<file path="src/rtl/execute_stage.sv">
// EX stage of the five-stage MIPS pipeline: ALU, branch target and the EX/MEM latch.
// Define EX_MULT_EN to build the iterative signed multiplier with HI/LO and mfhi/mflo.
module execute_stage #(
  parameter int unsigned MULT_CYCLES = 32
) (
  input  logic        clk,
  input  logic        rst_n,
  input  logic [1:0]  ID_EX_wb_ctl,
  input  logic [2:0]  ID_EX_m_ctl,
  input  logic [3:0]  ID_EX_ex_ctl,
  input  logic [31:0] ID_EX_npc,
  input  logic [31:0] ID_EX_readdat1,
  input  logic [31:0] ID_EX_readdat2,
  input  logic [31:0] ID_EX_sign_ext,
  input  logic [4:0]  ID_EX_instr_20_16,
  input  logic [4:0]  ID_EX_instr_15_11,
  output logic        ex_stall,
  output logic [1:0]  EX_MEM_wb_ctl,
  output logic [2:0]  EX_MEM_m_ctl,
  output logic [31:0] EX_MEM_npc,
  output logic        EX_MEM_zero,
  output logic [31:0] EX_MEM_alu_result,
  output logic [31:0] EX_MEM_rdata2,
  output logic [4:0]  EX_MEM_write_reg
);

  localparam logic [5:0] FnAdd  = 6'b100000;
  localparam logic [5:0] FnSub  = 6'b100010;
  localparam logic [5:0] FnAnd  = 6'b100100;
  localparam logic [5:0] FnOr   = 6'b100101;
  localparam logic [5:0] FnSlt  = 6'b101010;
  localparam logic [5:0] FnMult = 6'b011000;
  localparam logic [5:0] FnMfhi = 6'b010000;
  localparam logic [5:0] FnMflo = 6'b010010;

  logic        reg_dst, alu_src;
  logic [1:0]  alu_op;
  logic [5:0]  funct;
  logic [31:0] op_a, op_b, alu_res, br_target;
  logic [4:0]  write_reg;
  logic        is_mult;
  logic        stall;

  assign reg_dst   = ID_EX_ex_ctl[3];
  assign alu_op    = ID_EX_ex_ctl[2:1];
  assign alu_src   = ID_EX_ex_ctl[0];
  assign funct     = ID_EX_sign_ext[5:0];
  assign op_a      = ID_EX_readdat1;
  assign op_b      = alu_src ? ID_EX_sign_ext : ID_EX_readdat2;
  assign write_reg = reg_dst ? ID_EX_instr_15_11 : ID_EX_instr_20_16;
  assign br_target = ID_EX_npc + {ID_EX_sign_ext[29:0], 2'b00};

`ifdef EX_MULT_EN
  typedef enum logic [1:0] {StIdle, StBusy, StDone} mult_state_e;
  localparam int unsigned CntW = $clog2(MULT_CYCLES + 1);

  mult_state_e     state_q, state_d;
  logic [CntW-1:0] cnt_q, cnt_d;
  logic [63:0]     acc_q, acc_d, mcand_q, mcand_d;
  logic [31:0]     mplier_q, mplier_d;
  logic [31:0]     hi_q, hi_d, lo_q, lo_d;
  logic            neg_q, neg_d;
  logic [63:0]     signed_prod;

  assign is_mult = (alu_op == 2'b10) && (funct == FnMult);

  always_ff @(posedge clk or negedge rst_n) begin
    if (!rst_n) begin
      state_q <= StIdle;
    end else begin
      state_q <= state_d;
    end
  end

  always_comb begin
    state_d = state_q;
    unique case (state_q)
      StIdle:  if (is_mult) state_d = StBusy;
      StBusy:  if (cnt_q == CntW'(MULT_CYCLES - 1)) state_d = StDone;
      StDone:  state_d = StIdle;
      default: state_d = StIdle;
    endcase
  end

  // Stall is gated by reset so it drops the moment reset is asserted.
  always_comb begin
    stall = rst_n && ((state_q == StBusy) || ((state_q == StIdle) && is_mult));
  end

  // Shift-add datapath on operand magnitudes; sign applied once in DONE.
  assign signed_prod = neg_q ? (~acc_q + 64'd1) : acc_q;

  always_comb begin
    cnt_d    = cnt_q;
    acc_d    = acc_q;
    mcand_d  = mcand_q;
    mplier_d = mplier_q;
    neg_d    = neg_q;
    hi_d     = hi_q;
    lo_d     = lo_q;
    unique case (state_q)
      StIdle: begin
        if (is_mult) begin
          mcand_d  = {32'd0, op_a[31] ? (~op_a + 32'd1) : op_a};
          mplier_d = ID_EX_readdat2[31] ? (~ID_EX_readdat2 + 32'd1) : ID_EX_readdat2;
          neg_d    = op_a[31] ^ ID_EX_readdat2[31];
          acc_d    = '0;
          cnt_d    = '0;
        end
      end
      StBusy: begin
        if (mplier_q[0]) acc_d = acc_q + mcand_q;
        mcand_d  = {mcand_q[62:0], 1'b0};
        mplier_d = {1'b0, mplier_q[31:1]};
        cnt_d    = cnt_q + CntW'(1);
      end
      StDone: begin
        hi_d = signed_prod[63:32];
        lo_d = signed_prod[31:0];
      end
      default: ;
    endcase
  end

  always_ff @(posedge clk or negedge rst_n) begin
    if (!rst_n) begin
      cnt_q    <= '0;
      acc_q    <= '0;
      mcand_q  <= '0;
      mplier_q <= '0;
      neg_q    <= 1'b0;
      hi_q     <= '0;
      lo_q     <= '0;
    end else begin
      cnt_q    <= cnt_d;
      acc_q    <= acc_d;
      mcand_q  <= mcand_d;
      mplier_q <= mplier_d;
      neg_q    <= neg_d;
      hi_q     <= hi_d;
      lo_q     <= lo_d;
    end
  end
`else
  logic unused_mult_cycles;
  assign unused_mult_cycles = (MULT_CYCLES == 0);
  assign is_mult = 1'b0;
  assign stall   = 1'b0;
`endif

  assign ex_stall = stall;

  always_comb begin
    alu_res = '0;
    unique case (alu_op)
      2'b00: alu_res = op_a + op_b;
      2'b01: alu_res = op_a - op_b;
      2'b10: begin
        case (funct)
          FnAdd:   alu_res = op_a + op_b;
          FnSub:   alu_res = op_a - op_b;
          FnAnd:   alu_res = op_a & op_b;
          FnOr:    alu_res = op_a | op_b;
          FnSlt:   alu_res = {31'd0, $signed(op_a) < $signed(op_b)};
`ifdef EX_MULT_EN
          FnMfhi:  alu_res = hi_q;
          FnMflo:  alu_res = lo_q;
`endif
          default: alu_res = '0;
        endcase
      end
      default: alu_res = '0;
    endcase
  end

  logic [1:0]  wb_q, wb_d;
  logic [2:0]  m_q, m_d;
  logic [31:0] npc_q, npc_d, res_q, res_d, rdata2_q, rdata2_d;
  logic        zero_q, zero_d;
  logic [4:0]  wreg_q, wreg_d;

  // Stalled cycles insert a bubble and keep the data fields; mult never writes a GPR.
  always_comb begin
    wb_d     = ID_EX_wb_ctl;
    m_d      = ID_EX_m_ctl;
    npc_d    = br_target;
    zero_d   = (alu_res == 32'd0);
    res_d    = alu_res;
    rdata2_d = ID_EX_readdat2;
    wreg_d   = write_reg;
    if (stall) begin
      wb_d     = '0;
      m_d      = '0;
      npc_d    = npc_q;
      zero_d   = zero_q;
      res_d    = res_q;
      rdata2_d = rdata2_q;
      wreg_d   = wreg_q;
    end else if (is_mult) begin
      wb_d = '0;
      m_d  = '0;
    end
  end

  always_ff @(posedge clk or negedge rst_n) begin
    if (!rst_n) begin
      wb_q     <= '0;
      m_q      <= '0;
      npc_q    <= '0;
      zero_q   <= 1'b0;
      res_q    <= '0;
      rdata2_q <= '0;
      wreg_q   <= '0;
    end else begin
      wb_q     <= wb_d;
      m_q      <= m_d;
      npc_q    <= npc_d;
      zero_q   <= zero_d;
      res_q    <= res_d;
      rdata2_q <= rdata2_d;
      wreg_q   <= wreg_d;
    end
  end

  assign EX_MEM_wb_ctl     = wb_q;
  assign EX_MEM_m_ctl      = m_q;
  assign EX_MEM_npc        = npc_q;
  assign EX_MEM_zero       = zero_q;
  assign EX_MEM_alu_result = res_q;
  assign EX_MEM_rdata2     = rdata2_q;
  assign EX_MEM_write_reg  = wreg_q;

endmodule

</file>
<file path="config.mk">
export PLATFORM = sky130hd
export DESIGN_NAME = execute_stage
export DESIGN_NICKNAME = d
export VERILOG_FILES = /design/src/rtl/execute_stage.sv
export SDC_FILE = /design/constraint.sdc
export NUM_CORES = 1
export LEC_CHECK = 0
export BUFFER_PORTS_ARGS = -buffer_cell sky130_fd_sc_hd__clkbuf_2
export CAP_MARGIN = 10
export CELL_PAD_IN_SITES_DETAIL_PLACEMENT = 1
export CELL_PAD_IN_SITES_GLOBAL_PLACEMENT = 1
export CORE_AREA = 4 4 159 161
export DETAILED_ROUTE_END_ITERATION = 6
export DIE_AREA = 0 0 163 165
export PLACE_DENSITY_LB_ADDON = 0.12
export SLEW_MARGIN = 20
export SYNTH_ARGS = -nofsm -noshare
export SYNTH_HDL_FRONTEND = slang
export SYNTH_SLANG_ARGS = --single-unit
</file>
<file path="constraint.sdc">
create_clock -name clk -period 0.8 [get_ports clk]
set_input_delay 0.08 -clock clk [delete_from_list [all_inputs] [get_ports clk]]
set_output_delay 0.08 -clock clk [all_outputs]
set_load 0.02 [all_outputs]
</file>
==> parameters.txt, run 1 <==
Parameter                              Value

Die
  Number of primary I/O pins ... 257
  Die boundary height ... 165 µm
  Initial cell density of the core ... 0.431
  Die width ... around 160 µm
  Row count ... 57

Outcome
  Stage where the flow stopped ... clock tree synthesis (4_1_cts)
  Run status ... did not finish
  First Err ... [ERROR DPL-0033] detailed placement checks failed during check placement.

Synth
  Fraction of the yosys area taken by sequential cells ... 0.259
  Synth cell types ... 86
  Share of synthesized registers carrying an async set or reset ... 1.00
  Gate Count Post-Synth ... approximately 1.2k
  Avg Cell Area, Syn ... around 8.4 µm²
  Post-synth net total ... 1,526
  Post-synthesis cell area ... 10,300 µm²
  Number of enable flip-flop cells after synthesis ... 0
  Synth Register Bits ... between 100 and 150
  Flip-flop cell with the highest count after synthesis ... sky130_fd_sc_hd__dfrtp_1
  YS warnings ... 0

CTS
  CTS Root Cell ... sky130_fd_sc_hd__clkbuf_16
  Setup Fix Bufs, Post-CTS ... between 70 and 80
  CTS buffer count ... 9
  Number of levels the H-tree was split into ... 3
  Number of instances resized during post-cts repair ... between 200 and 300
  Number of sinks on the clock net ... roughly 110
  Maximum root-to-sink buffer count ... 2
  Hold_buf cts ... 50

Placement
  Global placer's final weighted congestion ... roughly 0.99
  Number of placed instances, taps included ... approximately 2.2k
  HPWL after detailed placement ... 45,000 µm
  I/O Buffers ... 255
-- cells in the mapped netlist (17+ instances only) --
cell / number / area share
sky130_fd_sc_hd__xnor2_1: 21 / 0.018
sky130_fd_sc_hd__o31ai_1: 17 / 0.012
sky130_fd_sc_hd__o21ai_0: 69 / 0.033
sky130_fd_sc_hd__nand2_1: 75 / 0.027
sky130_fd_sc_hd__nor3_1: 32 / 0.015
sky130_fd_sc_hd__a211oi_1: 25 / 0.018
sky130_fd_sc_hd__a21o_1: 26 / 0.019
sky130_fd_sc_hd__nand2b_1: 19 / 0.011
sky130_fd_sc_hd__a21oi_1: 102 / 0.049
sky130_fd_sc_hd__nor2_1: 98 / 0.036
sky130_fd_sc_hd__clkbuf_1: 35 / 0.013
sky130_fd_sc_hd__ha_1: 142 / 0.17
sky130_fd_sc_hd__inv_1: 108 / 0.039
sky130_fd_sc_hd__mux2i_1: 40 / 0.039
sky130_fd_sc_hd__dfrtp_1: 107 / 0.26
-- logic make-up after synthesis --
family,count (synthesis),synth area share
buf+inv,169,0.0654
other cells,1,0.000363
fa+ha+maj,145,0.178
compound gates,397,0.260
flops,107,0.259
mux,45,0.0442
simple gates,335,0.165
xor+xnor,33,0.0280
-- stage by stage --
stage / setup TNS, ns / setup WS, ns / util / hold slack (ns) / instance area, µm²
after detailed placement: -141.04 / -3.65 / 0.660 / -0.0970 / 15800
after global placement: -132.60 / -3.46 / 0.660 / -0.0977 / 15800
after floorplan: -89.66 / -3.26 / - / -0.216 / 10700
==> run 2, diff against run 1 <==
Settings changed: CELL_PAD_IN_SITES_DETAIL_PLACEMENT 1 to not set, CELL_PAD_IN_SITES_GLOBAL_PLACEMENT 1 to not set, CORE_AREA 4 4 159 161 to 4 4 177 179, DIE_AREA 0 0 163 165 to 0 0 181 183, PLACE_DENSITY_LB_ADDON 0.12 to 0.15.
==> run 2 against run 1 <==
Effect of this change:
- the flow now finishes, with violations (negative hold slack, negative setup slack)
- synthesized cell count is the same
- synthesized area did not move
==> parameters.txt, run 2 <==
Parameter                              Value

STA
  Crit share post-route ... 4.65
  Headroom to the max-slew limit ... 0.496
  RSZ-0062 raised after global routing ... yes
  Transition at the pin with the smallest max-transition slack ... 0.752 ns
  Hold WS ... -0.0315 ns
  Slack of the critical path ... -2.92 ns
  Final hold viol count ... 1
  Slew Viols, Final ... 0
  Peak clock frequency supported by timing ... 0.269 GHz
  Clock period minus final worst setup slack ... approximately 3.7 ns
  Setup-violating endpoint count in the final report ... 170

Outcome
  Run status ... finished with violations
  Failing checks ... negative hold slack, negative setup slack

Detailed routing
  Drt initial violations ... ~900
  Routed via count ... 12.9k
  Routed wire length per instance ... approximately 20 µm
  Total wirelength of the detailed-routed design ... 48,700 µm
  Detail-routed via count per cell ... between 5 and 6
  Total DRC errors in the routed layout ... 0
  Pre-antenna DRT Iters ... 5
  ANT nets after route ... 0

Job
  Number of maximum-capacitance violations ... 0

Pwr
  Static Leakage ... between 9 and 10 nW
  Worst voltage drop across the vdd grid ... 0.00103 V
  Power density of the placed cells ... 1420 nW/µm²

Setup path
  Worst Path Max Fanout ... 8
  Startpoint-to-endpoint class of the critical path ... in -> reg
  Most Frequent Cell on Critical Path ... sky130_fd_sc_hd__buf_4
  Cell at the slowest stage of the critical path ... sky130_fd_sc_hd__or4_1
  Logic depth of the worst path, buffers included ... 20
  Critical-path cell list ... clkbuf_16 > buf_6 > mux2i_4 > buf_12 > ha_4 > inv_2 > buf_4 > a21oi_4 > o31ai_4 > o31a_1 > buf_4 > a2111o_1 > a21oi_2 > buf_4 > buf_4 > buf_4 > mux2i_1 > a21oi_2 > or4_1 > nor4_2
  Crit path buf inv count ... 9
  Largest stage delay on the critical path ... 0.52 ns
  Critical path required time ... between 1 and 1.5 ns
  Startpoint type of the worst setup path ... primary input
  Arrival time at the worst endpoint ... 4.01 ns
  Cell family with the largest share of critical-path delay ... compound AO/OA/AOI/OAI gates
  Crit end category ... register

Synth
  Post-synthesis simple-gate area fraction ... 0.165 (unchanged)
  Post-synth net total ... 1,526 (unchanged)
  Dominant combinational cell family by area after synthesis ... compound AO/OA/AOI/OAI gates
  Number of enable flip-flop cells after synthesis ... 0 (unchanged)
  Post-synthesis cell area ... 10,300 µm² (unchanged)
  Share of synthesized registers carrying an async set or reset ... 1.00 (unchanged)
  Compound-cell area share of the yosys netlist ... 0.260 (unchanged)
  Synth cell types ... 86 (unchanged)
  Most frequent cells after synthesis ... sky130_fd_sc_hd__ha_1 (142), sky130_fd_sc_hd__inv_1 (108), sky130_fd_sc_hd__dfrtp_1 (107), sky130_fd_sc_hd__a21oi_1 (102), sky130_fd_sc_hd__nor2_1 (98)
  YS warnings ... 0 (unchanged)
  Avg Cell Area, Syn ... 8.39 µm² (unchanged)
  Multiplexer share of the synthesized area ... 0.0442 (unchanged)
  Area share of xor/xnor cells in the synthesized design ... 0.0280 (unchanged)
  Dominant cells by area after synthesis ... sky130_fd_sc_hd__dfrtp_1 (26%), sky130_fd_sc_hd__ha_1 (17%), sky130_fd_sc_hd__a21oi_1 (4.9%), sky130_fd_sc_hd__inv_1 (3.9%), sky130_fd_sc_hd__mux2i_1 (3.9%)
  Top cell type by total area after synthesis ... sky130_fd_sc_hd__dfrtp_1
  Portion of synthesized cell area occupied by the leading cell type ... 0.259 (unchanged)
  Gate Count Post-Synth ... 1,232 (unchanged)
  Synth Register Bits ... 107 (unchanged)
  Fraction of the yosys area taken by sequential cells ... 0.259 (unchanged)
  Most frequent cell after synthesis ... sky130_fd_sc_hd__ha_1
  Flip-flop cell with the highest count after synthesis ... sky130_fd_sc_hd__dfrtp_1
  Adder-Cell Fraction of Synth Area ... 0.178 (unchanged)

Placement
  I/O Buffers ... 255 (unchanged)
  Global placer's final weighted congestion ... 1.02 (+2.7%)
  HPWL after detailed placement ... 36,800 µm (-18%)
  Number of placed instances, taps included ... 2,312 (+3.0%)
  Placed cell area ... 15,900 µm² (+0.54%)

GRT
  Global route total overflow ... 0
  Via count of the first global-routing pass ... 13.2k
  Largest net degree at the start of global routing ... 32
  Global-route usage over all layers ... 0.276
  Global-route wire length before repair ... roughly 73,000 µm
  Initial antenna violation count ... 0

Die
  Row count ... 63 (+11%)
  Initial cell density of the core ... 0.350 (-0.0817)
  Number of primary I/O pins ... 257 (unchanged)
  Placeable core region ... ~30,000 µm²
  Die width ... 181 µm (+11%)
  Total Die Area ... ~33,000 µm²
  Die boundary height ... 183 µm (+11%)

Min path
  Hold Path Class ... in -> reg
  Worst hold start ... ID_EX_npc[2]
  Worst-case hold path end point ... EX_MEM_npc[2]
  Hold Path Cell Cnt ... 2

CTS
  Maximum root-to-sink buffer count ... 2 (unchanged)
  Number of levels the H-tree was split into ... 3 (unchanged)
  Clock transition time at the flip-flop clock pins of the worst setup and hold paths ... 0.09 ns
  CTS Root Cell ... sky130_fd_sc_hd__clkbuf_16
  Number of sinks on the clock net ... 107 (unchanged)
  Hold_buf cts ... 50 (unchanged)
  CTS buffer count ... 9 (unchanged)
  Clock tree from TritonCTS ... done

Cells and area
  Area used by multi-input combinational logic ... ~8600 µm²
  Area grow syn2layout ... 88.6%
  Filler Cells Inserted ... ~2.4k
  Cell Count, Final, Fillers Out ... between 2k and 2.5k
  Leading cell type in the layout, fill and taps excluded ... sky130_fd_sc_hd__buf_4
  Sequential cell area ... 2680 µm²
  Final Net Count ... 2,340
  Highest-count cells in the layout ignoring fill and taps ... sky130_fd_sc_hd__buf_4 (492), sky130_fd_sc_hd__buf_6 (148), sky130_fd_sc_hd__clkbuf_2 (144), sky130_fd_sc_hd__ha_1 (114), sky130_fd_sc_hd__dfrtp_1 (107)
  Util after Layout ... 0.660
  Final standard cell area without fillers ... approximately 20,000 µm²
  Diode count ... 0
  Share of final-layout standard cells stronger than drive strength 1 ... 0.528
run 2: final cells by class:
| cell class | instances | area share |
|---|---|---|
| clock buffer | 10 | 0.0117 |
| clock inverter | 6 | 0.00423 |
| inverter | 112 | 0.0217 |
| multi-input combinational | 956 | 0.439 |
| sequential | 107 | 0.137 |
| tap | 390 | 0.0250 |
| timing repair buffer | 860 | 0.361 |
run 2: routing by layer:
layer  routed length, µm  global-route usage
met1               20600               0.365
met2               23200               0.457
met3                3270              0.0444
met4                1670               0.109
met5                   0                   0
run 2: logic make-up (layout without fill, tap and decap cells):
group	Yosys count	after routing
other	1	1
adders and majority gates	145	145
and+or+nand+nor	335	335
xor gates and xnor gates	33	33
DFF	107	107
muxes	45	45
AOI/OAI and AO/OA	397	397
buffers and inverters	169	988
run 2: timing repair:
item                                   in CTS  in global routing
pin swaps                                  73                 82
cloned                                      2                  0
resized for setup                         239                396
setup buffers                              54                 23
setup endpoints to repair                 170                169
endpoints found under the hold margin     152                  1
run 2: how the worst max path moves through the flow:
stage                       from          end
2_1_floorplan  ID_EX_sign_ext[0]  EX_MEM_zero
3_3_place_gp     ID_EX_ex_ctl[0]  EX_MEM_zero
3_5_place_dp     ID_EX_ex_ctl[0]  EX_MEM_zero
4_1_cts          ID_EX_ex_ctl[0]  EX_MEM_zero
5_1_grt          ID_EX_ex_ctl[0]  EX_MEM_zero
6_report         ID_EX_ex_ctl[0]  EX_MEM_zero
run 2: where the power goes:
group | total (mW) | internal, mW | switching [mW]
Clock | 5.01 | 2.51 | 2.49
Sequential | 6.55 | 6.14 | 0.412
Combinational | 16.2 | 8.25 | 7.91
Total | 27.7 | 16.9 | 10.8
run 2: through the flow:
stage	total power, mW	setup WS (ns)	TNS (ns)
final	27.7	-2.92	-118.91
after global routing	29.1	-3.06	-127.61
after CTS	26.0	-2.96	-110.07
after detailed placement	18.9	-3.88	-137.77
after global placement	18.9	-3.82	-136.56
after floorplan	12.6	-3.26	-89.66
Power figures use the tool's default switching activity.
==> run 3, diff against run 2 <==
Clock period 0.8 ns to 3.9 ns, I/O delays scaled along.
==> run 3 against run 2 <==
Effect of this change:
- the flow finishes with violations (negative setup slack)
- combinational power shrank 85%
- final cell count fell by 9.9%
- die area did not move
- critical endpoint unchanged
- largest cell class unchanged
==> parameters.txt, run 3 (synthesis gave the netlist of run 2 again) <==
Parameter                              Value

Outcome
  Run status ... finished with violations
  Failing checks ... negative setup slack

Die
  Total Die Area ... 33,100 µm² (unchanged)
  Die boundary height ... 183 µm (unchanged)
  Number of primary I/O pins ... 257 (unchanged)
  Die width ... 181 µm (unchanged)
  Initial cell density of the core ... 0.350 (unchanged)
  Placeable core region ... 29,600 µm² (unchanged)
  Row count ... 63 (unchanged)

Detailed routing
  ANT nets after route ... 0 (unchanged)
  Total DRC errors in the routed layout ... 0 (unchanged)
  Pre-antenna DRT Iters ... 6 (+1)
  Detail-routed via count per cell ... 5.31 (+0.49%)
  Total wirelength of the detailed-routed design ... 42,400 µm (-13%)
  Routed via count ... 11.7k (-9.5%)
  Routed wire length per instance ... 19.3 µm (-3.4%)
  Drt initial violations ... 819 (-8.6%)

Cells and area
  Filler Cells Inserted ... 2,887 (+20%)
  Leading cell type in the layout, fill and taps excluded ... sky130_fd_sc_hd__buf_4
  Sequential cell area ... 2680 µm² (unchanged)
  Util after Layout ... 0.518 (-0.142)
  Share of final-layout standard cells stronger than drive strength 1 ... 0.397 (-0.131)
  Final Net Count ... 2,098 (-10%)
  Highest-count cells in the layout ignoring fill and taps ... sky130_fd_sc_hd__buf_4 (356), sky130_fd_sc_hd__clkbuf_2 (253), sky130_fd_sc_hd__ha_1 (132), sky130_fd_sc_hd__dfrtp_1 (107), sky130_fd_sc_hd__inv_1 (106)
  Diode count ... 0 (unchanged)
  Final standard cell area without fillers ... 15,300 µm² (-21%)
  Area used by multi-input combinational logic ... 7350 µm² (-14%)
  Area grow syn2layout ... 48.1%

GRT
  Global-route usage over all layers ... 0.251 (-0.0256)
  Global route total overflow ... 0 (unchanged)
  Initial antenna violation count ... 0 (unchanged)
  Global-route wire length before repair ... 65,700 µm (-9.8%)
  Via count of the first global-routing pass ... 11.7k (-11%)
  Largest net degree at the start of global routing ... 58 (+81%)

CTS
  CTS buffer count ... 9 (unchanged)
  CTS Root Cell ... sky130_fd_sc_hd__clkbuf_16
  Maximum root-to-sink buffer count ... 2 (unchanged)
  Clock tree from TritonCTS ... done
  Clock transition time at the flip-flop clock pins of the worst setup and hold paths ... 0.09 ns (about the same)
  Number of levels the H-tree was split into ... 3 (unchanged)
  Number of sinks on the clock net ... 107 (unchanged)

STA
  Final hold viol count ... 0 (-1)
  RSZ-0062 raised after global routing ... yes
  Slew Viols, Final ... 0 (unchanged)
  Clock period minus final worst setup slack ... 4.10 ns
  Setup-violating endpoint count in the final report ... 1 (-99%)
  Slack of the critical path ... -0.197 ns (+2.72 ns)
  Crit share post-route ... 1.05
  Final TNS setup ... -0.197 ns (+118.71 ns)
  Headroom to the max-slew limit ... 0.444 (-0.0516)
  Peak clock frequency supported by timing ... approximately 0.24 GHz
  Transition at the pin with the smallest max-transition slack ... 0.832 ns (+0.0802 ns)

Job
  Number of maximum-capacitance violations ... 0 (unchanged)

Placement
  Placed cell area ... 14,600 µm² (-8.2%)
  HPWL after detailed placement ... 35,100 µm (-4.5%)
  Global placer's final weighted congestion ... 1.00 (-1.4%)
  I/O Buffers ... 255 (unchanged)

Pwr
  Sequential fraction of design power ... 0.275 (+0.039)
  Combinational cell fraction of total power ... 0.526 (-0.057)
  Switching part of the total power ... 0.404 (+0.0138)
  Worst voltage drop across the vdd grid ... 0.000209 V (-80%)
  Static Leakage ... 7.86 nW (-17%)
  Power density of the placed cells ... 309 nW/µm² (-78%)
  Clock network power share ... 0.199 (+0.018)
  Internal portion of total power ... 2.82 mW (-83%)
  Switching component of the power ... 1.91 mW (-82%)

Setup path
  Critical path required time ... 4.18 ns (+3.09 ns)
  Worst Path Max Fanout ... 8 (unchanged)
  Crit end category ... register
  Startpoint type of the worst setup path ... primary input
  Arrival time at the worst endpoint ... 4.38 ns (+0.37 ns)
  Startpoint-to-endpoint class of the critical path ... in -> reg

Min path
  Hold Path Class ... in -> async
-- run 3: power groups by stage --
stage / clock [mW] / combinational [mW] / sequential, mW
2_1_floorplan: 0 / 1.01 / 1.52
3_3_place_gp: 0 / 2.37 / 1.32
3_5_place_dp: 0 / 2.38 / 1.33
4_1_cts: 0.974 / 2.47 / 1.31
5_1_grt: 1.01 / 2.70 / 1.32
6_report: 0.943 / 2.49 / 1.30
-- run 3: stage by stage --
| step | hold WS, ns | cells | setup slack, ns | power (mW) |
|---|---|---|---|---|
| CTS | 0.113 | 2197 | -0.166 | 4.75 |
| floorplan | 0.0944 | 1232 | -0.496 | 2.53 |
| global route | 0.113 | 2199 | -0.308 | 5.04 |
| global placement | 0.498 | 2176 | -1.09 | 3.70 |
| finish | 0.0693 | 2199 | -0.197 | 4.74 |
| detailed placement | 0.500 | 2176 | -1.11 | 3.70 |
-- run 3: cell type report --
| class | count | area share |
|---|---|---|
| Inverter | 112 | 0.0275 |
| Clock buffer | 9 | 0.0147 |
| Timing Repair Buffer | 618 | 0.267 |
| Clock inverter | 7 | 0.00384 |
| Tap cell | 390 | 0.0319 |
| Multi-Input combinational cell | 956 | 0.480 |
| Sequential cell | 107 | 0.175 |
-- run 3: metal layers --
layer | GRT usage | wire length (µm) | part of all wire
met3 | 0.0268 | 2850 | 0.067
met2 | 0.421 | 19600 | 0.46
met1 | 0.341 | 18700 | 0.44
met5 | 0 | 0 | 0
met4 | 0.0808 | 1200 | 0.028
-- run 3: worst paths after layout --
kind | cells after the start | to | slack [ns] | start
min in group clk | 1 | EX_MEM_m_ctl[2] | 0.12 | ID_EX_m_ctl[2]
worst min-delay path | 1 | EX_MEM_alu_result[8] | 0.07 | rst_n
max in group asynchronous | 2 | EX_MEM_npc[22] | 3.03 | rst_n
worst max-delay path | 17 | EX_MEM_zero | -0.20 | ID_EX_ex_ctl[0]
-- run 3: critical path, cell delays in order --
cell                        delay (ns)
sky130_fd_sc_hd__clkbuf_16        0.16
sky130_fd_sc_hd__buf_12           0.16
sky130_fd_sc_hd__mux2i_4          0.21
sky130_fd_sc_hd__inv_2            0.07
sky130_fd_sc_hd__ha_2             0.21
sky130_fd_sc_hd__nor2_1           0.10
sky130_fd_sc_hd__buf_4            0.14
sky130_fd_sc_hd__or3_4            0.35
sky130_fd_sc_hd__a311oi_1         0.27
sky130_fd_sc_hd__o211ai_1         0.18
sky130_fd_sc_hd__nor4_2           0.36
sky130_fd_sc_hd__nand4b_1         0.15
sky130_fd_sc_hd__or4_1            0.42
sky130_fd_sc_hd__or4b_4           0.51
sky130_fd_sc_hd__nor4_4           0.29
sky130_fd_sc_hd__nand4bb_1        0.22
sky130_fd_sc_hd__nor4_2           0.18
-- run 3: what timing repair did --
| action | 4_1_cts | 5_1_grt |
|---|---|---|
| endpoints found under the setup margin | 4 | 3 |
| pin swaps | 18 | 11 |
| hold endpoints to repair | 0 | 0 |
| hold buffers | 0 | 0 |
| setup buffers | 6 | 2 |
| gates resized for setup | 64 | 12 |
==> run 4, diff against run 3 <==
Settings changed: CORE_AREA 4 4 177 179 to 4 4 151 211, DIE_AREA 0 0 181 183 to 0 0 155 215.
==> run 4 against run 3 <==
Effect of this change:
- the run still ends with negative setup slack left
- via count down 0.24%
- utilization down 0.35 points
- maximum frequency down 2.1%
- final cell count up 0.45%
- wire length up 1.2%
- die area up 0.61%
- critical path type unchanged
- largest power group unchanged
==> parameters.txt, run 4 (synthesis gave the netlist of run 2 again) <==
Parameter                              Value

Die
  Die width ... 155 µm (-14%)
  Die boundary height ... 215 µm (+17%)
  Total Die Area ... 33,300 µm² (+0.61%)
  Placeable core region ... 29,900 µm² (+1.3%)
  Number of primary I/O pins ... 257 (unchanged)
  Row count ... 75 (+19%)
  Initial cell density of the core ... 0.345 (-0.00439)

STA
  Setup-violating endpoint count in the final report ... 1 (unchanged)
  Clock period minus final worst setup slack ... 4.18 ns (+0.0871 ns)
  Crit share post-route ... 1.07 (+0.0223)
  Headroom to the max-slew limit ... 0.358 (-0.0855)
  Final TNS setup ... -0.285 ns (-0.0871 ns)
  RSZ-0062 raised after global routing ... yes
  Slack of the critical path ... -0.285 ns (-0.0871 ns)
  Slew Viols, Final ... 0 (unchanged)
  Peak clock frequency supported by timing ... 0.239 GHz (-2.1%)
  Final hold viol count ... 0 (unchanged)
  Transition at the pin with the smallest max-transition slack ... 0.960 ns (+0.128 ns)

Placement
  Placed cell area ... 14,700 µm² (+0.92%)
  I/O Buffers ... 255 (unchanged)
  Global placer's final weighted congestion ... 0.942 (-6.1%)
  HPWL after detailed placement ... 36,100 µm (+2.6%)
  Worst slack at placement ... -1.24 ns (-0.129 ns)
  Number of placed instances, taps included ... 2,188 (+0.55%)

Pwr
  Static Leakage ... 7.95 nW (+1.1%)
  Power density of the placed cells ... 305 nW/µm² (-1.3%)
  Worst voltage drop across the vdd grid ... 0.000206 V (-1.5%)
  Power consumption ... 4.70 mW (-0.72%)

Setup path
  Arrival time at the worst endpoint ... 4.46 ns (+0.08 ns)
  Critical path required time ... 4.17 ns (about the same)
  Crit end category ... register
  Cell at the slowest stage of the critical path ... sky130_fd_sc_hd__or4b_4
  Worst Path Max Fanout ... 5 (-3)
  Critical-path cell list ... clkbuf_16 > buf_12 > mux2i_4 > ha_1 > a211oi_4 > or3_4 > a311oi_1 > o211ai_1 > nor4_2 > buf_4 > nand4b_1 > or4_4 > or4b_4 > nor4_4 > nand4bb_1 > nor4_2
  Most Frequent Cell on Critical Path ... sky130_fd_sc_hd__nor4_2
  Startpoint type of the worst setup path ... primary input
  Cell family with the largest share of critical-path delay ... simple AND/OR/NAND/NOR gates
  Startpoint-to-endpoint class of the critical path ... in -> reg
  Largest stage delay on the critical path ... 0.52 ns (about the same)
  Crit path buf inv count ... 3 (-1)

Cells and area
  Leading cell type in the layout, fill and taps excluded ... sky130_fd_sc_hd__buf_4
  Area grow syn2layout ... 49.0%
  Final Net Count ... 2,114 (+0.76%)
  Final standard cell area without fillers ... 15,400 µm² (+0.58%)
  Share of final-layout standard cells stronger than drive strength 1 ... 0.399 (+0.00167)
  Diode count ... 0 (unchanged)
  Highest-count cells in the layout ignoring fill and taps ... sky130_fd_sc_hd__buf_4 (374), sky130_fd_sc_hd__clkbuf_2 (253), sky130_fd_sc_hd__ha_1 (134), sky130_fd_sc_hd__dfrtp_1 (107), sky130_fd_sc_hd__inv_1 (106)
  Filler Cells Inserted ... 2,979 (+3.2%)
  Cell Count, Final, Fillers Out ... 2,209 (+0.45%)

CTS
  Clock transition time at the flip-flop clock pins of the worst setup and hold paths ... 0.09 ns (about the same)
  CTS Root Cell ... sky130_fd_sc_hd__clkbuf_16
  Clock tree from TritonCTS ... done
  Maximum root-to-sink buffer count ... 2 (unchanged)
  Number of levels the H-tree was split into ... 3 (unchanged)
  CTS buffer count ... 9 (unchanged)
  Number of sinks on the clock net ... 107 (unchanged)

Min path
  Hold Path Cell Cnt ... 1
  Hold Path Class ... in -> reg
  Worst-case hold path end point ... EX_MEM_wb_ctl[1]
  Worst hold start ... ID_EX_wb_ctl[1]

GRT
  Initial antenna violation count ... 0 (unchanged)
  Global-route wire length before repair ... 65,600 µm (about the same)
  Via count of the first global-routing pass ... 11.9k (+1.8%)
  Global route total overflow ... 0 (unchanged)
  Largest net degree at the start of global routing ... 54 (-6.9%)
  Global-route usage over all layers ... 0.253 (+0.00197)

Detailed routing
  Routed via count ... 11.6k (-0.24%)
  Total wirelength of the detailed-routed design ... 42,900 µm (+1.2%)
  Routed wire length per instance ... 19.4 µm (+0.71%)
  Drt initial violations ... 513 (-37%)
  ANT nets after route ... 0 (unchanged)
  Pre-antenna DRT Iters ... 5 (-1)
  Detail-routed via count per cell ... 5.27 (-0.69%)
  Total DRC errors in the routed layout ... 0 (unchanged)

Outcome
  Failing checks ... negative setup slack
  Run status ... finished with violations

Job
  Number of maximum-capacitance violations ... 0 (unchanged)
run 4: final cells by class:
class / instances / area, µm² / share of cell area
Clock inverter: 6 / 56.3 / 0.00366
Tap cell: 385 / 482 / 0.0313
Multi-Input combinational cell: 956 / 7340 / 0.477
Timing Repair Buffer: 634 / 4190 / 0.272
Inverter: 112 / 420 / 0.0273
Clock buffer: 9 / 225 / 0.0146
Sequential cell: 107 / 2680 / 0.174
run 4: per-layer routing:
layer	vias to the layer above	share of wire	routed length [µm]	track usage
met4	0	0.052	2230	0.118
met2	364	0.55	23500	0.490
met3	95	0.036	1520	0.0231
met5	-	0	0	0
met1	5538	0.36	15600	0.270
li1	5645	-	-	-
run 4: repair_timing:
| action | CTS | global route |
|---|---|---|
| pin swaps | 10 | 9 |
| endpoints found under the setup margin | 4 | 9 |
| hold buffers | 1 | 0 |
| hold endpoints to repair | 36 | 0 |
| resized for setup | 39 | 27 |
| setup buffers | 4 | 1 |
run 4: where the power goes:
part           leakage, nW  switching [mW]  internal, mW
Clock                0.136           0.472         0.445
Sequential            1.27          0.0443          1.26
Combinational         6.54            1.36          1.13
run 4: worst max-delay path by stage:
stage                 startpoint     endpoint  slack [ns]  cells after the start
2_1_floorplan  ID_EX_sign_ext[0]  EX_MEM_zero       -0.50                     19
3_3_place_gp     ID_EX_ex_ctl[0]  EX_MEM_zero       -1.09                     17
3_5_place_dp     ID_EX_ex_ctl[0]  EX_MEM_zero       -1.24                     17
4_1_cts          ID_EX_ex_ctl[0]  EX_MEM_zero       -0.37                     17
5_1_grt          ID_EX_ex_ctl[0]  EX_MEM_zero       -0.44                     16
6_report         ID_EX_ex_ctl[0]  EX_MEM_zero       -0.28                     16
run 4: metrics by stage:
stage	hold slack, ns	utilization
after floorplan	0.0944	-
after global placement	0.384	0.492
after detailed placement	0.389	0.492
after CTS	0.0975	0.510
after global routing	0.0939	0.514
final	0.106	0.514
